### src/rtl/instr_fetch_unit_if.sv
// Instruction-memory bus between the fetch unit (master) and the instruction memory (slave).
// The memory read is combinational: imem_rdata reflects imem_addr in the same cycle.
interface instr_fetch_unit_if #(
   parameter int unsigned ADDR_W  = 16,
   parameter int unsigned INSTR_W = 32
);
   logic [ADDR_W-1:0]  imem_addr;
   logic [INSTR_W-1:0] imem_rdata;

   modport master (output imem_addr, input imem_rdata);
   modport slave  (input imem_addr, output imem_rdata);
endinterface

### src/rtl/instr_fetch_unit.sv
// Fetch stage: owns the PC, drives instruction memory, and holds the IF/ID register whose
// opcode feeds the stall control block. Also counts stall cycles (saturating) for debug.
module instr_fetch_unit #(
   parameter int unsigned            ADDR_W    = 16,
   parameter int unsigned            INSTR_W   = 32,
   parameter logic [ADDR_W-1:0]      RESET_PC  = '0,
   parameter logic [INSTR_W-1:0]     NOP_INSTR = '0
) (
   input  logic                clk,
   input  logic                reset,
   input  logic                stall,
   input  logic                stall_pm,
   input  logic                jump_en,
   input  logic [ADDR_W-1:0]   jump_addr,
   instr_fetch_unit_if.master  imem,
   output logic [INSTR_W-1:0]  instr_out,
   output logic [5:0]          op_out,
   output logic [ADDR_W-1:0]   pc_out,
   output logic                instr_valid,
   output logic [15:0]         stall_cnt
);

   logic [ADDR_W-1:0] pc;

   assign imem.imem_addr = pc;
   // Opcode comes from the registered instruction so the stall-block loop stays registered.
   assign op_out = instr_out[INSTR_W-1 -: 6];

   always_ff @(posedge clk) begin
      if (reset) begin
         pc          <= RESET_PC;
         instr_out   <= NOP_INSTR;
         pc_out      <= '0;
         instr_valid <= 1'b0;
         stall_cnt   <= '0;
      end else begin
         if (jump_en)
            pc <= jump_addr;
         else if (!stall)
            pc <= pc + 1'b1;

         // A jump squashes the wrong-path fetch into a single bubble; pc_out keeps its value.
         if (jump_en) begin
            instr_out   <= NOP_INSTR;
            instr_valid <= 1'b0;
         end else if (!stall_pm) begin
            instr_out   <= imem.imem_rdata;
            pc_out      <= pc;
            instr_valid <= 1'b1;
         end

         if (stall && (stall_cnt != 16'hFFFF))
            stall_cnt <= stall_cnt + 16'd1;
      end
   end

endmodule

### src/flat_wrapper.sv
// flat-port wrapper written by rule: the top's interface ports become plain ports
module instr_fetch_unit_flat 
#(
   parameter int unsigned            ADDR_W    = 16,
   parameter int unsigned            INSTR_W   = 32,
   parameter logic [ADDR_W-1:0]      RESET_PC  = '0,
   parameter logic [INSTR_W-1:0]     NOP_INSTR = '0
)
  (clk, reset, stall, stall_pm, jump_en, jump_addr, instr_out, op_out, pc_out, instr_valid, stall_cnt, imem_imem_addr, imem_imem_rdata);
  instr_fetch_unit_if #(.ADDR_W(ADDR_W), .INSTR_W(INSTR_W)) imem_i ();
  input  logic clk;
  input  logic reset;
  input  logic stall;
  input  logic stall_pm;
  input  logic jump_en;
  input  logic [ADDR_W-1:0] jump_addr;
  output logic [INSTR_W-1:0] instr_out;
  output logic [5:0] op_out;
  output logic [ADDR_W-1:0] pc_out;
  output logic instr_valid;
  output logic [15:0] stall_cnt;
  output wire logic [$bits(imem_i.imem_addr)-1:0] imem_imem_addr;
  input wire logic [$bits(imem_i.imem_rdata)-1:0] imem_imem_rdata;
  assign imem_imem_addr = imem_i.imem_addr;
  assign imem_i.imem_rdata = imem_imem_rdata;
  instr_fetch_unit #(.ADDR_W(ADDR_W), .INSTR_W(INSTR_W), .RESET_PC(RESET_PC), .NOP_INSTR(NOP_INSTR)) u_core (.clk(clk), .reset(reset), .stall(stall), .stall_pm(stall_pm), .jump_en(jump_en), .jump_addr(jump_addr), .imem(imem_i), .instr_out(instr_out), .op_out(op_out), .pc_out(pc_out), .instr_valid(instr_valid), .stall_cnt(stall_cnt));
endmodule
### config.mk
export PLATFORM = sky130hd
export DESIGN_NAME = instr_fetch_unit_flat
export DESIGN_NICKNAME = d
export VERILOG_FILES = /design/src/rtl/instr_fetch_unit_if.sv /design/src/rtl/instr_fetch_unit.sv /design/src/flat_wrapper.sv
export SDC_FILE = /design/constraint.sdc
export NUM_CORES = 1
export LEC_CHECK = 0
export ABC_AREA = 1
export BUFFER_PORTS_ARGS = -buffer_cell sky130_fd_sc_hd__buf_2
export CORE_ASPECT_RATIO = 1.5
export CORE_MARGIN = 1.5
export CORE_UTILIZATION = 50
export CTS_CLUSTER_DIAMETER = 40
export DETAILED_ROUTE_END_ITERATION = 12
export PLACE_DENSITY = 0.82
export RECOVER_POWER = 100
export REMOVE_ABC_BUFFERS = 1
export SYNTH_ARGS = -nofsm -noshare
export SYNTH_HDL_FRONTEND = slang
export SYNTH_SLANG_ARGS = --single-unit
### constraint.sdc
create_clock -name clk -period 4.85 [get_ports clk]
set_input_delay 0.97 -clock clk [delete_from_list [all_inputs] [get_ports clk]]
set_output_delay 0.97 -clock clk [all_outputs]
set_load 0.05 [all_outputs]
==> flow_summary_export.csv <==
group,metric,value,unit
cts,numCtsBuffers,9,
routing,wl_per_cell,13.1,µm
floorplanning,fp.coreArea,6940,µm²
cts,root_buffer,"clkbuf_8",
routing,route.detailed.drc,0,
routing,ant_nets,0,
critical_path,startpoint,"reset",
critical_path,crit_type,"in -> reg",
yosys,syn-cell-area,3620,µm²
floorplanning,design.die.area,7770,µm²
place,placed_area,4280,µm²
sta,fin_crit_sh,54.8,%
floorplanning,ios,140,
critical_path,startpoint_type,"input pin",
final_layout,fillerInstances,644,
place,dp.cells,710,
global_route,overflow,0,
critical_path,critPathMaxFanout,25,
yosys,synth_cells,521,
sta,min_period,2660,ps
run,maxCapViolations,0,
final_layout,design_area,4410,µm²
yosys,synth-main-ff-cell,"dfxtp_1",
routing,drt_wl_total,9.49,mm
yosys,synth_seq_cells,81,
worst_hold_path,hold_class,"reg -> reg",
critical_path,r2r_setup_slack,2320,ps
yosys,yosysWarningCount,0,
floorplanning,rows,37,
global_route,grt_max_degree,36,
sta,grt_setup_unrepaired,"false",
power_and_ir_drop,total_power,1550,µW
yosys,syn_avg_cell_area,6.95,µm²
cts,hold_buffers,0,
power_and_ir_drop,sw_frac_of_total,29.1,%
routing,firstDrtPassIters,7,
place,dp_slack,2300,ps
place,gp_congestion,0.911,
global_route,grt_pass1_wl,15.1,mm
sta,finClkSkew,6.63,ps
floorplanning,initial_core_util,52.2,%
routing,vias,3772,
final_layout,diodes,0,
critical_path,worstPathRequired,5080,ps
critical_path,r2r_cells,7,
power_and_ir_drop,power.switching,450,µW
cts,cts_tree,"built",
status,status,"finished clean",
cts,cts.sink_count,81,
sta,fin_ws,2190,ps
critical_path,worstReg2RegStart,"u_core.stall_cnt[0]$_SDFFE_PP0P_",
cts,ctsResizeCount,0,
power_and_ir_drop,peakVddDrop,257,µV
sta,max_freq,376,MHz
floorplanning,die_w,72.5,µm
sta,slew_headroom,16.4,%
final_layout,drive_gt1_share,11.0,%
global_route,grt_use_total,24.9,%
cts,htreeDepth,3,
yosys,yosysUniqueCellTypes,26,
cts,clock_latency,360,ps
power_and_ir_drop,comb_power_share,14.7,%
cts,path_clk_slew,80,ps
sta,drv_slew,0,
global_route,first_global_vias,3415,
power_and_ir_drop,p_int,1100,µW
sta,tns,0,ps
global_route,antenna_found_initial,0,
yosys,ys_async_sr_fraction,0,%
cts,cts_setup_buffers,0,
place,hpwl,6.90,mm
cts,clockBufferDepth,2,
critical_path,worst_r2r_endpoint,"u_core.stall_cnt[10]$_SDFFE_PP0P_",
final_layout,final_nets,698,
sta,tightestPinTransition,1240,ps
critical_path,cp-end-kind,"flip-flop",
final_layout,syn_to_final_growth,21.8,%
critical_path,arrival,2880,ps
floorplanning,fp.dieH,107,µm
power_and_ir_drop,seqPwrFrac,46.1,%
critical_path,crit_end,"u_core.pc_out[4]$_SDFFE_PP0P_",
routing,drt_iter0_drc,231,
yosys,synth-edff-count,0,
worst_hold_path,hold_depth,2,
power_and_ir_drop,leakagePower,0.00174,µW
final_layout,final_cell_count_no_fill,726,
sta,final-hold-violation-count,0,
routing,viasPerCell,5.20,
power_and_ir_drop,clkPwrFrac,39.2,%
yosys,ys_seq_area_share,44.8,%
place,portBuffers,139,
sta,setup_viol,0,
power_and_ir_drop,power_density,351,nW/µm²
Yosys cell counts (3+ instances only):
cell type    n  share of area [%]
nand3_1     21                2.9
buf_4        6                1.2
clkbuf_1    17                1.8
o21ai_0     41                5.7
xor2_1      10                2.4
nor2_1      47                4.9
nand2_1    150                 16
nand4_1      7                1.2
buf_1        3               0.31
inv_1       42                4.4
a21oi_1     75                 10
nor3_1       4               0.55
dfxtp_1     81                 45
how the worst min path moves through the flow:
stage                                                 start                                 to  slack [ps]
after floorplan            u_core.instr_out[0]$_SDFFE_PP0N_   u_core.instr_out[0]$_SDFFE_PP0N_         680
after global placement     u_core.instr_out[3]$_SDFFE_PP0N_   u_core.instr_out[3]$_SDFFE_PP0N_         450
after detailed placement  u_core.instr_out[13]$_SDFFE_PP0N_  u_core.instr_out[13]$_SDFFE_PP0N_         450
after CTS                 u_core.instr_out[13]$_SDFFE_PP0N_  u_core.instr_out[13]$_SDFFE_PP0N_         460
after global routing      u_core.instr_out[15]$_SDFFE_PP0N_  u_core.instr_out[15]$_SDFFE_PP0N_         490
final                     u_core.instr_out[13]$_SDFFE_PP0N_  u_core.instr_out[13]$_SDFFE_PP0N_         470
final cells by class:
type | instances | area (µm²) | area share, %
inverter | 42 | 158 | 3.57
timing repair buffer | 140 | 592 | 13.4
clock inverter | 6 | 115 | 2.61
tap | 78 | 97.6 | 2.21
sequential | 81 | 1620 | 36.8
multi-input combinational | 369 | 1690 | 38.3
clock buffer | 10 | 138 | 3.12
registers in the layout, indices dropped and copies added, names as in the netlist:
name                   count
u_core.pc_out             16
u_core.instr_valid         1
u_core.imem.imem_addr     16
u_core.instr_out          32
u_core.stall_cnt          16
logic make-up (layout without fill, tap and decap cells):
kind of cell | after synthesis | count (layout) | share of synthesized area [%]
AO/OA/AOI/OAI | 120 | 120 | 16.9
XOR/XNOR | 12 | 12 | 2.90
adder cells (fa/ha/maj) | 2 | 2 | 0.691
buffers and inverters | 71 | 198 | 8.43
flip-flops | 81 | 81 | 44.8
AND/OR/NAND/NOR | 235 | 235 | 26.3
metrics by stage:
stage,hold slack [ps],utilization (%)
global route,491,63.5
CTS,464,65.2
global placement,449,61.6
finish,467,63.5
floorplan,684,-
detailed placement,452,61.6
per-layer routing:
layer	GRT usage [%]	share of wire (%)
met5	0	0
met4	12.9	2.0
met3	6.20	8.3
met2	42.3	50
met1	28.4	39
worst max-delay path, cell delays in order:
cell and delay (ps):
clkbuf_1 870, inv_1 700, o21ai_0 260, a21oi_1 60
placed cells by master, fill, tap and decap left out, types with 2 or more instances in the layout:
| cell | synthesis | routed |
|---|---|---|
| o21ai_0 | 41 | 42 |
| clkinv_4 | 0 | 2 |
| nor2_1 | 47 | 48 |
| xor2_1 | 10 | 10 |
| bufinv_16 | 0 | 3 |
| a21oi_1 | 75 | 75 |
| nand4_1 | 7 | 7 |
| ha_1 | 2 | 2 |
| nor3_1 | 4 | 4 |
| nand2_1 | 150 | 150 |
| buf_2 | 1 | 50 |
| dfxtp_1 | 81 | 81 |
| xnor2_1 | 2 | 2 |
| inv_1 | 42 | 42 |
| clkbuf_8 | 0 | 10 |
| clkbuf_1 | 17 | 89 |
| nand3_1 | 21 | 21 |
power groups by stage:
stage	logic [µW]	registers, µW	clock network, µW
2_1_floorplan	60.9	823	0
3_5_place_dp	237	728	0
3_3_place_gp	234	727	0
4_1_cts	238	713	616
5_1_grt	248	718	650
6_report	228	714	608
Note: power is estimated with default switching activity, not from simulation.
